$ cat src/rtl/vga_mem_arbiter.sv
// Arbitrates one external SRAM between line-buffer prefetch for the VGA scan-out
// and single-word writes from the drawing engine. Fetches take priority over writes.
module vga_mem_arbiter (
    input  logic        clk,
    input  logic        reset,
    input  logic [10:0] hcounter,
    input  logic [9:0]  vcounter,
    input  logic        wr_req,
    input  logic [14:0] wr_addr,
    input  logic [15:0] wr_data,
    output logic        wr_ack,
    output logic [14:0] sram_addr,
    output logic [15:0] sram_wdata,
    input  logic [15:0] sram_rdata,
    output logic        sram_we_n,
    output logic        sram_oe_n,
    output logic        lb_we,
    output logic [5:0]  lb_addr,
    output logic [15:0] lb_data,
    output logic        busy,
    output logic        overrun
);

    localparam logic [14:0] FRAME_WORDS = 15'd19200;
    localparam logic [5:0]  LAST_IDX    = 6'd39;

    typedef enum logic [2:0] {
        S_IDLE,
        S_RD_ADDR,
        S_RD_DATA,
        S_WR_PULSE,
        S_WR_RECOVER
    } state_t;

    state_t      r_state;
    logic        r_fetch_pending;
    logic        r_overrun;
    logic [14:0] r_base;
    logic [5:0]  r_idx;
    logic        r_wr_ack;
    logic [14:0] r_sram_addr;
    logic [15:0] r_sram_wdata;
    logic        r_sram_we_n;
    logic        r_sram_oe_n;
    logic        r_lb_we;
    logic [5:0]  r_lb_addr;
    logic [15:0] r_lb_data;

    logic [9:0]  w_next_line;
    logic [14:0] w_line_ext;
    logic [14:0] w_new_base;
    logic        w_trigger;
    logic        w_in_fetch;
    logic        w_fetch_start;
    logic [14:0] w_start_addr;
    logic        w_wr_in_range;

    assign w_next_line = (vcounter == 10'd524) ? 10'd0 : vcounter + 10'd1;
    assign w_trigger   = (hcounter == 11'd640) && (w_next_line < 10'd480);

    // line*40 = line*32 + line*8
    assign w_line_ext  = {5'd0, w_next_line};
    assign w_new_base  = (w_line_ext << 5) + (w_line_ext << 3);

    // A new trigger inside a running fetch restarts it at word 0 of the new line.
    assign w_in_fetch    = (r_state == S_RD_ADDR) || (r_state == S_RD_DATA);
    assign w_fetch_start = (w_trigger && ((r_state == S_IDLE) || w_in_fetch)) ||
                           ((r_state == S_IDLE) && r_fetch_pending);
    assign w_start_addr  = w_trigger ? w_new_base : r_base;
    assign w_wr_in_range = (wr_addr < FRAME_WORDS);

    // NOTE: every state element here is a plain register, so all of it sits on the
    // async reset; there is no storage array that would need to be left unreset.
    always_ff @(posedge clk or negedge reset) begin
        if (!reset) begin
            r_state         <= S_IDLE;
            r_fetch_pending <= 1'b0;
            r_overrun       <= 1'b0;
            r_base          <= '0;
            r_idx           <= '0;
            r_wr_ack        <= 1'b0;
            r_sram_addr     <= '0;
            r_sram_wdata    <= '0;
            r_sram_we_n     <= 1'b1;
            r_sram_oe_n     <= 1'b1;
            r_lb_we         <= 1'b0;
            r_lb_addr       <= '0;
            r_lb_data       <= '0;
        end else begin
            r_lb_we  <= 1'b0;
            r_wr_ack <= 1'b0;

            if (w_trigger) begin
                r_base          <= w_new_base;
                r_fetch_pending <= 1'b1;
                if (r_fetch_pending) begin
                    r_overrun <= 1'b1;
                end
            end

            // The word sampled at the end of RD_DATA is pushed to the line buffer next cycle.
            if (r_state == S_RD_DATA) begin
                r_lb_we   <= 1'b1;
                r_lb_addr <= r_idx;
                r_lb_data <= sram_rdata;
            end

            if (w_fetch_start) begin
                r_state     <= S_RD_ADDR;
                r_idx       <= '0;
                r_sram_addr <= w_start_addr;
                r_sram_oe_n <= 1'b0;
                r_sram_we_n <= 1'b1;
            end else begin
                case (r_state)
                    S_IDLE: begin
                        if (wr_req) begin
                            r_state      <= S_WR_PULSE;
                            r_wr_ack     <= 1'b1;
                            r_sram_addr  <= wr_addr;
                            r_sram_wdata <= wr_data;
                            r_sram_we_n  <= ~w_wr_in_range;
                            r_sram_oe_n  <= 1'b1;
                        end
                    end
                    S_RD_ADDR: begin
                        r_state <= S_RD_DATA;
                    end
                    S_RD_DATA: begin
                        if (r_idx == LAST_IDX) begin
                            r_state         <= S_IDLE;
                            r_fetch_pending <= 1'b0;
                            r_sram_oe_n     <= 1'b1;
                        end else begin
                            r_state     <= S_RD_ADDR;
                            r_idx       <= r_idx + 6'd1;
                            r_sram_addr <= r_base + {9'd0, r_idx + 6'd1};
                        end
                    end
                    S_WR_PULSE: begin
                        r_state     <= S_WR_RECOVER;
                        r_sram_we_n <= 1'b1;
                    end
                    S_WR_RECOVER: begin
                        r_state <= S_IDLE;
                    end
                    default: begin
                        r_state <= S_IDLE;
                    end
                endcase
            end
        end
    end

    assign wr_ack     = r_wr_ack;
    assign sram_addr  = r_sram_addr;
    assign sram_wdata = r_sram_wdata;
    assign sram_we_n  = r_sram_we_n;
    assign sram_oe_n  = r_sram_oe_n;
    assign lb_we      = r_lb_we;
    assign lb_addr    = r_lb_addr;
    assign lb_data    = r_lb_data;
    assign busy       = r_fetch_pending;
    assign overrun    = r_overrun;

endmodule

$ cat config.mk
export PLATFORM = sky130hd
export DESIGN_NAME = vga_mem_arbiter
export DESIGN_NICKNAME = d
export VERILOG_FILES = /design/src/rtl/vga_mem_arbiter.sv
export SDC_FILE = /design/constraint.sdc
export NUM_CORES = 1
export LEC_CHECK = 0
export BUFFER_PORTS_ARGS = -buffer_cell sky130_fd_sc_hd__buf_2
export CORE_MARGIN = 2
export CORE_UTILIZATION = 45
export DETAILED_ROUTE_END_ITERATION = 7
export PLACE_DENSITY = 0.7
export SYNTH_ARGS = -nofsm -noshare
export SYNTH_HDL_FRONTEND = slang
export SYNTH_SLANG_ARGS = --single-unit
$ cat constraint.sdc
create_clock -name clk -period 6.97 [get_ports clk]
set_clock_uncertainty 0.05 [all_clocks]
set_input_delay 1.394 -clock clk [delete_from_list [all_inputs] [get_ports clk]]
set_output_delay 1.394 -clock clk [all_outputs]
set_load 0.02 [all_outputs]
Word-level counts from Yosys, hierarchy flattened
Index checks and enable logic that the tools add are counted.
Widths: inputs -> output; s select.
{"block": "classes", "n_addsub": 4, "n_lt_le_gt_ge": 2, "eq_ne": 10, "mux": 28, "bitwise": 2, "n_reduce_logical": 16}
{"cell": "$mux 15", "count": 4}
{"cell": "$pmux 15 s2", "count": 1}
{"cell": "$mux 6", "count": 3}
{"cell": "$add 15x13->15", "count": 1}
{"cell": "$add 15x6->15", "count": 1}
{"cell": "$lt 15x15->1 const B", "count": 1}
{"cell": "$mux 1", "count": 14}
{"cell": "$pmux 3 s4", "count": 1}
{"cell": "$eq 11x10->1 const B", "count": 1}
{"cell": "$add 10x1->10 const B", "count": 1}
{"cell": "$eq 10x10->1 const B", "count": 1}
{"cell": "$lt 10x9->1 const B", "count": 1}
{"cell": "$mux 10", "count": 1}
{"cell": "$reduce_and 3->1", "count": 3}
{"cell": "$add 6x1->6 const B", "count": 1}
{"cell": "$eq 3x2->1 const B", "count": 2}
{"cell": "$eq 6x6->1 const B", "count": 1}
{"cell": "$mux 3", "count": 2}
{"cell": "$ne 3x3->1 const B", "count": 2}
{"cell": "$reduce_and 2->1", "count": 3}
{"cell": "$reduce_bool 3->1", "count": 2}
{"cell": "$pmux 1 s2", "count": 2}
{"cell": "$eq 3x1->1 const B", "count": 1}
{"cell": "$logic_and 1x1->1", "count": 3}
{"cell": "6 further kinds", "count": 9}
{"block": "word_totals", "register_bits": 83, "inputBits": 71, "out_inout_bits": 59, "word_cells": 75}

Logic depth before layout (Yosys ltp)
Gate-level depths: netlist of run 1.
{"block": "logic_depth", "depth_word": 8, "ltp_mapped": 15, "depth_no_buf": 15}

Worst setup path before layout of run 1
No wires, ideal clock.
{"block": "synth_timing", "kind": "input port to flip-flop", "from": "in vcounter[7]", "to": "reg r_sram_addr[13], in the netlist sram_addr[13]", "setup_ps": 131, "t_arrival_ps": 3600, "t_required_ps": 6789, "setup_slack_ps": 3189, "path_stages": 14, "n_path_buf": 0, "cell_sequence": "nor4_1 > nand3_1 > nor2_1 > nor2_1 > ha_1 > inv_1 > fa_1 > nor2b_1 > o31ai_1 > a21bo_2 > a21oi_1 > xnor2_1 > a221oi_1 > a31oi_1"}
{"block": "synth_via", "elab_chain_cells": 8, "elab_cells_between_ends": 14, "classes_between": "add/sub: 2; order compare: 1; eq/ne: 3; mux: 3; reduce/logical: 5"}
{"element": "start: declaration", "line_no": "7", "rtl": "input logic [9:0] vcounter,"}
{"element": "$add 10x1->10 or $eq 10x10->1 (tied branches)", "line_no": "58", "rtl": "assign w_next_line = (vcounter == 10'd524) ? 10'd0 : vcounter + 10'd1;"}
{"element": "$mux 10 *", "line_no": "58"}
{"element": "$lt 10x9->1", "line_no": "59", "rtl": "assign w_trigger = (hcounter == 11'd640) && (w_next_line < 10'd480);"}
{"element": "$logic_and 1x1->1", "line_no": "59"}
{"element": "$logic_and 1x1->1", "line_no": "67", "rtl": "assign w_fetch_start = (w_trigger && ((r_state == S_IDLE) || w_in_fetch)) ||"}
{"element": "$logic_or 1x1->1", "line_no": "67"}
{"element": "$ne 3x3->1 (no line) or $reduce_bool 3->1 (tied branches)"}
{"element": "$reduce_and 3->1 (no line)"}
{"element": "end signal: assignment", "line_no": "111", "rtl": "r_sram_addr <= w_start_addr;"}
{"element": "end signal: assignment", "line_no": "120", "rtl": "r_sram_addr <= wr_addr;"}
{"element": "end signal: assignment", "line_no": "137", "rtl": "r_sram_addr <= r_base + {9'd0, r_idx + 6'd1};"}
{"element": "end: declaration", "line_no": "41", "rtl": "logic [14:0] r_sram_addr;"}
Every way passes the cells marked *; elsewhere a longest branch is shown, timed or not.
A chain may end at the register's enable or synchronous reset.

Worst setup path in the final report of run 1
Same ends and word-level chain as after synthesis.

==> tab_implementation.tex, run 1 <==
\begin{tabular}{lr}
\hline
Metric & Value \\
\hline
\multicolumn{2}{l}{\textbf{Clock tree}} \\
Clock slew at the register clock pins of the worst setup and hold paths & 0.08 ns \\
Clock tree from TritonCTS & done \\
Root cell of the clock tree & sky130\_fd\_sc\_hd\_\_clkbuf\_8 \\
Number of buffers inserted by post-CTS setup repair & 0 \\
Clk Latency, worst-skew pair & 0.36 ns \\
Total clock buffers created by CTS & 9 \\
Number of sinks handled by clock tree synthesis & 83 \\
Hold-fix buffers at CTS & 0 \\
Total of cells resized after clock tree synthesis & 0 \\
Maximum count of clock buffers along a single path & 2 \\
H-tree depth & 3 \\
\multicolumn{2}{l}{\textbf{Global routing}} \\
Wire length of the first global-routing pass & 20,070 um \\
Vias in the first global route & 4,203 \\
Tot GR Track Use & 22.17\% \\
Maximum number of pins on one net before global-route repair & 84 \\
Number of antenna violations at the first check in global routing & 0 \\
GRT Residual Overflow & 0 \\
\multicolumn{2}{l}{\textbf{Route}} \\
Highest metal layer with signal wires & met4 \\
Routed wl met3 & 771 um \\
ANT nets after route & 0 \\
DRC errors left & 0 \\
Met2 wire length & 5914 um \\
Detailed-router iteration count before antenna repair & 4 \\
Violation count after the first detailed-routing iteration & 259 \\
Drt via density & 5.471 \\
Vias & 4,322 \\
Routed length on met1 & 5261 um \\
Drt wl/cell & 15.35 um \\
DRT Wirelength & 12,130 um \\
\multicolumn{2}{l}{\textbf{Worst setup path}} \\
Critical path's largest stage delay & 0.34 ns \\
Combined buffer and inverter count along the critical path & 2 \\
Worst setup path category & input pin to flip-flop \\
Worst Path Required & 7.13 ns \\
Launching element type of the critical path & input pin \\
Cell chain of the critical path & buf\_2, nor4\_1, nand3\_1, nor2\_1, nor2\_1, ha\_1, inv\_1, fa\_1, nor2b\_1, o31ai\_1, a21bo\_2, a21oi\_1, xnor2\_1, a221oi\_1, a31oi\_1 \\
Top fanout value on the critical path & 5 \\
Most repeated library cell on the critical path & sky130\_fd\_sc\_hd\_\_nor2\_1 \\
Arrival time at the worst endpoint & 4.11 ns \\
Cell with the biggest individual delay on the critical path & sky130\_fd\_sc\_hd\_\_o31ai\_1 \\
Endpoint class of the critical path & flip-flop \\
Kind of cell with the highest combined delay on the critical path & compound AO/OA/AOI/OAI gates \\
\multicolumn{2}{l}{\textbf{Outcome}} \\
Result of the run & complete, no violations \\
\multicolumn{2}{l}{\textbf{STA}} \\
Unrepaired setup endpoints after global routing & false \\
Hold violation count in the final report & 0 \\
Transition time at the pin with the least slew margin & 1.036 ns \\
Crit path time final & 3.942 ns \\
Maximum clock rate & 253.7 MHz \\
Relative slew slack & 30.95\% \\
Setup TNS after final layout & 0 ns \\
Share of the cycle needed by the critical path after routing & 56.55\% \\
Number of setup violations in the final report & 0 \\
Final Max Tran Viols & 0 \\
\multicolumn{2}{l}{\textbf{Power and ir drop}} \\
Worst IR drop on VDD & 0.1543 mV \\
Total power & 1.817 mW \\
P\_leak & 2.926 nW \\
Total power per unit cell area & 319.4 nW/um\^{}2 \\
\multicolumn{2}{l}{\textbf{Synth}} \\
Synth warnings & 0 \\
Number of flops mapped to enable cells by yosys & 0 \\
Net count after synthesis & 614 \\
Post-synthesis async set-or-reset flop share & 100.0\% \\
Post-synthesis instance area & 4746 um\^{}2 \\
Primary flip-flop cell chosen by synthesis mapping & sky130\_fd\_sc\_hd\_\_dfrtp\_1 \\
Combinational family with the most area after synthesis & simple AND/OR/NAND/NOR gates \\
Count of cell types in the netlist & 57 \\
Post-Synth XOR/XNOR Area & 4.983\% \\
Share of the synthesized area in compound gates (AO/OA/AOI/OAI) & 14.26\% \\
Share of synthesized cell area in and, or, nand and nor gates & 22.70\% \\
Mux cell area share after synthesis & 5.642\% \\
Average instance area after synthesis & 9.057 um\^{}2 \\
Yosys reg bits & 83 \\
Fraction of the mapped netlist area in adder cells & 5.326\% \\
Sequential element share of the synthesized area & 43.82\% \\
Count of mapped cells out of synthesis & 524 \\
\multicolumn{2}{l}{\textbf{Flow run}} \\
MaxCap Viol Count & 0 \\
\multicolumn{2}{l}{\textbf{Floorplan}} \\
Total die area & 11,380 um\^{}2 \\
Core Region & 10,280 um\^{}2 \\
Io pins & 130 \\
Horizontal extent of the die & 106.7 um \\
Site row count & 37 \\
Starting density of the core & 46.18\% \\
Die extent in y & 106.7 um \\
\multicolumn{2}{l}{\textbf{Min path}} \\
Class of the tightest hold or removal check & flip-flop to flip-flop \\
\multicolumn{2}{l}{\textbf{Place}} \\
Total of buffers placed on input and output ports & 129 \\
GPL Wtd Cong & 0.9561 \\
Final HPWL DP & 8930 um \\
\multicolumn{2}{l}{\textbf{Final layout}} \\
Layout Nets & 739 \\
Inserted Diodes & 0 \\
Post-synthesis to final-layout area growth & 19.88\% \\
Share of final-layout standard cells stronger than drive strength 1 & 27.22\% \\
\hline
\end{tabular}
## cells in the mapped netlist, types with 10 or more instances
| cell type | n | area share [%] |
|---|---|---|
| sky130_fd_sc_hd__nand2_1 | 122 | 9.6 |
| sky130_fd_sc_hd__dfrtp_1 | 81 | 43 |
| sky130_fd_sc_hd__nor2_1 | 50 | 4.0 |
| sky130_fd_sc_hd__a21oi_1 | 26 | 2.7 |
| sky130_fd_sc_hd__o21ai_0 | 24 | 2.5 |
| sky130_fd_sc_hd__ha_1 | 17 | 4.5 |
| sky130_fd_sc_hd__xnor2_1 | 15 | 2.8 |
| sky130_fd_sc_hd__inv_1 | 13 | 1.0 |
| sky130_fd_sc_hd__xor2_1 | 12 | 2.2 |
| sky130_fd_sc_hd__clkbuf_1 | 11 | 0.87 |
| sky130_fd_sc_hd__mux2_2 | 10 | 2.4 |
## worst paths after layout
kind / start / depth (start not counted) / slack (ns) / end
max: vcounter[7] / 15 / 3.03 / sram_addr[13]$_DFFE_PN0P_
min: overrun$_DFFE_PN0P_ / 1 / 0.41 / overrun$_DFFE_PN0P_
max reg2reg: r_idx[0]$_DFFE_PN0P_ / 11 / 3.90 / sram_addr[14]$_DFFE_PN0P_
min reg2reg: overrun$_DFFE_PN0P_ / 1 / 0.41 / overrun$_DFFE_PN0P_
max in group asynchronous: reset / 1 / 5.05 / r_base[8]$_DFF_PN0_
min in group asynchronous: reset / 1 / 1.16 / lb_addr[4]$_DFFE_PN0P_
## per-layer routing
layer  track usage [%]  vias up
met5                 0        -
met3             3.891       17
li1                  -     2078
met1             28.71     2063
met2             37.81      164
met4             7.050        0
## kinds of logic (layout without fill, tap and decap cells)
family          Yosys count  count (layout)
compound gates          104             104
flops                    83              83
fa+ha+maj                19              19
simple gates            238             238
xor+xnor                 27              27
mux                      21              21
buf+inv                  32             162
## placed cells by master (no fill, tap or decap), types with 10 or more instances in the layout
master                     synthesis  final
sky130_fd_sc_hd__ha_1             17     17
sky130_fd_sc_hd__a21oi_1          26     26
sky130_fd_sc_hd__xor2_1           12     12
sky130_fd_sc_hd__xnor2_1          15     15
sky130_fd_sc_hd__nand2_1         122    122
sky130_fd_sc_hd__clkbuf_8          0     10
sky130_fd_sc_hd__buf_2             3    128
sky130_fd_sc_hd__o21ai_0          24     24
sky130_fd_sc_hd__dfrtp_1          81     81
sky130_fd_sc_hd__nor2_1           50     50
sky130_fd_sc_hd__mux2_2           10     10
sky130_fd_sc_hd__inv_1            13     13
## stage by stage
stage	area, um^2	cells	setup slack (ns)	util (%)	hold WS (ns)
floorplan	4746	524	3.189	-	0.4078
global placement	5488	774	2.800	53.40	0.4033
detailed placement	5488	774	2.668	53.40	0.3927
CTS	5689	790	3.037	55.36	0.4087
global route	5689	790	2.716	55.36	0.4374
finish	5689	790	3.028	55.36	0.4065
## where the power goes
part	internal (mW)	switching, mW
clock network	0.175	0.183
logic	0.266	0.525
registers	0.597	0.0703
total	1.04	0.778
## flip-flops by register name (all words and copies together) (netlist names)
register    count
lb_addr         6
sram_addr      15
lb_data        16
r_base         15
lb_we           1
r_idx           6
busy            1
sram_oe_n       1
sram_wdata     16
sram_we_n       1
overrun         1
wr_ack          1
r_state         3
## final cells by class
type / count / area [um^2]
tap: 136 / 170.2
inverter: 13 / 48.80
fill: 971 / 4588
clock inverter: 6 / 63.81
clock buffer: 10 / 137.6
timing repair buffer: 133 / 678.2
multi-input combinational: 409 / 2511
sequential: 83 / 2079
## worst reg2reg max path, cell delays in order (launching register included)
cell,delay [ns]
sky130_fd_sc_hd__dfrtp_1,0.42
sky130_fd_sc_hd__ha_1,0.28
sky130_fd_sc_hd__nand3_1,0.13
sky130_fd_sc_hd__xnor2_1,0.16
sky130_fd_sc_hd__ha_1,0.34
sky130_fd_sc_hd__o21ai_0,0.13
sky130_fd_sc_hd__o21ai_0,0.41
sky130_fd_sc_hd__nand2_1,0.14
sky130_fd_sc_hd__or3_1,0.34
sky130_fd_sc_hd__xor2_1,0.15
sky130_fd_sc_hd__a211o_1,0.29
sky130_fd_sc_hd__a31oi_1,0.16
(Power assumes the default switching activity.)
==> inputs of run 2 (changes only) <==
Settings changed: PLACE_DENSITY 0.7 to 0.73.
Clock period 6.97 ns to 3.6 ns, I/O delays scaled along.
==> run 2 against run 1 <==
Power increased by 98%. Largest cell class unchanged. Register-to-register slack got worse by 3.5 ns. Final cell count grew 0.63%.
==> tab_implementation.tex, run 2 (synthesis results as in run 1) <==
\begin{tabular}{lr}
\hline
Metric & Value \\
\hline
\multicolumn{2}{l}{\textbf{Power and ir drop}} \\
Total power per unit cell area & 627.2 nW/um\^{}2 (+96\%) \\
Worst IR drop on VDD & 0.3185 mV (+110\%) \\
P\_leak & 2.955 nW (+0.99\%) \\
Net switching power figure & 1.544 mW (+98\%) \\
Sequential power share & 35.8\% (-0.9 points) \\
Internal Dissipation & 2.053 mW (+98\%) \\
Share of total power in the clock network & 19.8\% (about the same) \\
Fraction of power consumed by combinational cells & 44.4\% (+0.9 points) \\
Switching Share & 42.92\% (+0.10 points) \\
\multicolumn{2}{l}{\textbf{Route}} \\
Drt wl/cell & 15.50 um (+0.95\%) \\
Detailed-router iteration count before antenna repair & 4 (unchanged) \\
DRT Wirelength & 12,320 um (+1.6\%) \\
ANT nets after route & 0 (unchanged) \\
Drt via density & 5.454 (-0.31\%) \\
DRC errors left & 0 (unchanged) \\
Violation count after the first detailed-routing iteration & 265 (+2.3\%) \\
Vias & 4,336 (+0.32\%) \\
\multicolumn{2}{l}{\textbf{Floorplan}} \\
Io pins & 130 (unchanged) \\
Total die area & 11,380 um\^{}2 (unchanged) \\
Site row count & 37 (unchanged) \\
Die extent in y & 106.7 um (unchanged) \\
Horizontal extent of the die & 106.7 um (unchanged) \\
Starting density of the core & 46.18\% (unchanged) \\
Core Region & 10,280 um\^{}2 (unchanged) \\
\multicolumn{2}{l}{\textbf{Global routing}} \\
Vias in the first global route & 4,268 (+1.5\%) \\
Maximum number of pins on one net before global-route repair & 84 (unchanged) \\
Tot GR Track Use & 22.62\% (+0.44 points) \\
GRT Residual Overflow & 0 (unchanged) \\
Wire length of the first global-routing pass & 20,560 um (+2.4\%) \\
Number of antenna violations at the first check in global routing & 0 (unchanged) \\
\multicolumn{2}{l}{\textbf{STA}} \\
Setup TNS after final layout & 0 ns (unchanged) \\
Unrepaired setup endpoints after global routing & false \\
Maximum clock rate & 313.0 MHz \\
Share of the cycle needed by the critical path after routing & 88.75\% \\
Number of setup violations in the final report & 0 (unchanged) \\
Crit path time final & 3.195 ns \\
Transition time at the pin with the least slew margin & 1.011 ns (-0.02532 ns) \\
Relative slew slack & 32.63\% (+1.7 points) \\
Hold violation count in the final report & 0 (unchanged) \\
Final Max Tran Viols & 0 (unchanged) \\
Final Worst Setup Slack & 0.4051 ns (-2.623 ns) \\
\multicolumn{2}{l}{\textbf{Clock tree}} \\
Root cell of the clock tree & sky130\_fd\_sc\_hd\_\_clkbuf\_8 \\
Clock slew at the register clock pins of the worst setup and hold paths & 0.09 ns (about the same) \\
Clk Latency, worst-skew pair & 0.36 ns (about the same) \\
Total clock buffers created by CTS & 9 (unchanged) \\
Number of buffers inserted by post-CTS setup repair & 0 (unchanged) \\
Clock tree from TritonCTS & done \\
Total of cells resized after clock tree synthesis & 0 (unchanged) \\
Number of sinks handled by clock tree synthesis & 83 (unchanged) \\
Hold-fix buffers at CTS & 0 (unchanged) \\
H-tree depth & 3 (unchanged) \\
Maximum count of clock buffers along a single path & 2 (unchanged) \\
\multicolumn{2}{l}{\textbf{Worst setup path}} \\
Reg2reg path depth & 11 (unchanged) \\
Cell chain of the critical path & buf\_2, inv\_1, ha\_1, nand3\_1, nor2\_1, nor2\_1, ha\_1, inv\_1, fa\_1, nor2b\_1, o31ai\_1, a21bo\_2, a21oi\_1, xnor2\_1, a221oi\_1, a31oi\_1 \\
Worst setup path category & input pin to flip-flop \\
Register-to-register setup slack & 0.44 ns (-3.46 ns) \\
Source of the critical timing path & vcounter[0] \\
R2R Path End & sram\_addr[14]\$\_DFFE\_PN0P\_ \\
Critical path's largest stage delay & 0.41 ns (+0.07 ns) \\
Critical register-to-register path startpoint & r\_idx[0]\$\_DFFE\_PN0P\_ \\
Launching element type of the critical path & input pin \\
Endpoint class of the critical path & flip-flop \\
Arrival time at the worst endpoint & 3.36 ns (-0.75 ns) \\
Top fanout value on the critical path & 7 (+2) \\
Worst Path Required & 3.77 ns (-3.36 ns) \\
Cell with the biggest individual delay on the critical path & sky130\_fd\_sc\_hd\_\_fa\_1 \\
\multicolumn{2}{l}{\textbf{Place}} \\
Standard cell area after detailed placement & 5525 um\^{}2 (+0.68\%) \\
Total of buffers placed on input and output ports & 129 (unchanged) \\
GPL Wtd Cong & 0.8494 (-11\%) \\
Setup Slack @ Placement & 0.06188 ns (-2.606 ns) \\
Final HPWL DP & 9193 um (+2.9\%) \\
\multicolumn{2}{l}{\textbf{Final layout}} \\
Post-synthesis to final-layout area growth & 20.83\% \\
Share of final-layout standard cells stronger than drive strength 1 & 27.77\% (+0.55 points) \\
Number of inserted filler cells in the final layout & 940 (-3.2\%) \\
Area of all placed cells without fillers & 5734 um\^{}2 (+0.79\%) \\
Inserted Diodes & 0 (unchanged) \\
Layout Nets & 744 (+0.68\%) \\
Most frequent cells in the layout & 128 x sky130\_fd\_sc\_hd\_\_buf\_2, 122 x sky130\_fd\_sc\_hd\_\_nand2\_1, 81 x sky130\_fd\_sc\_hd\_\_dfrtp\_1 \\
Most common library cell in the layout ignoring fill and taps & sky130\_fd\_sc\_hd\_\_buf\_2 \\
\multicolumn{2}{l}{\textbf{Min path}} \\
Instance count along the most critical hold path & 1 (unchanged) \\
Hold Crit Start & overrun\$\_DFFE\_PN0P\_ \\
End point of the most critical hold path & overrun\$\_DFFE\_PN0P\_ \\
Class of the tightest hold or removal check & flip-flop to flip-flop \\
\multicolumn{2}{l}{\textbf{Flow run}} \\
MaxCap Viol Count & 0 (unchanged) \\
\multicolumn{2}{l}{\textbf{Outcome}} \\
Result of the run & complete, no violations \\
\hline
\end{tabular}
run 2: changes by cell type in the layout (fill, tap and decap cells not counted):
cell                         change
sky130_fd_sc_hd__inv_6           +1
sky130_fd_sc_hd__buf_4           +5
sky130_fd_sc_hd__inv_8           +1
sky130_fd_sc_hd__clkinvlp_4      -1
sky130_fd_sc_hd__clkinv_2        -1
run 2: worst max-delay path by stage:
| stage | end | slack [ns] | cells after the start |
|---|---|---|---|
| finish | sram_addr[13]$_DFFE_PN0P_ | 0.41 | 16 |
| global route | sram_addr[13]$_DFFE_PN0P_ | 0.19 | 15 |
| CTS | sram_addr[13]$_DFFE_PN0P_ | 0.44 | 15 |
| detailed placement | sram_addr[13]$_DFFE_PN0P_ | 0.06 | 15 |
| global placement | sram_addr[13]$_DFFE_PN0P_ | 0.21 | 14 |
| floorplan | sram_addr[13]$_DFFE_PN0P_ | 0.49 | 14 |
run 2: layout make-up:
type	count	area (um^2)	share of cell area, %
clock buffers	10	137.6	2.400
clock inverters	6	71.32	1.244
inverters	13	48.80	0.8510
multi-input cells	409	2511	43.79
flip-flops and latches	83	2079	36.26
well taps	136	170.2	2.967
repair buffers	138	715.7	12.48
run 2: stage by stage:
step	hold slack, ns	util [%]	cells	total power, mW
after detailed placement	0.3981	53.76	779	2.893
after floorplan	0.3744	-	524	2.338
after global placement	0.3906	53.76	779	2.845
after global routing	0.4432	55.79	795	3.860
final	0.4112	55.79	795	3.597
after CTS	0.4148	55.79	795	3.614
run 2: per-layer routing:
layer  wire length (um)  GRT usage [%]  vias up
met5                  0              0        -
met4                214          8.534        0
met3                712          4.255       19
met2               6139          37.94      168
met1               5256          29.08     2066
li1                   -              -     2083
run 2: power groups by stage:
stage	logic, mW	registers (mW)	clock network [mW]
2_1_floorplan	0.819	1.52	0
6_report	1.60	1.29	0.714
3_5_place_dp	1.59	1.30	0
5_1_grt	1.78	1.31	0.769
4_1_cts	1.60	1.29	0.730
3_3_place_gp	1.55	1.29	0
run 2: worst max-delay path: cells and delay by family:
| family | cells | cell delay (ns) |
|---|---|---|
| AOI/OAI and AO/OA | 5 | 0.93 |
| and+or+nand+nor | 4 | 0.52 |
| buffers and inverters | 3 | 0.27 |
| xor gates and xnor gates | 1 | 0.12 |
| adders and majority gates | 3 | 0.79 |
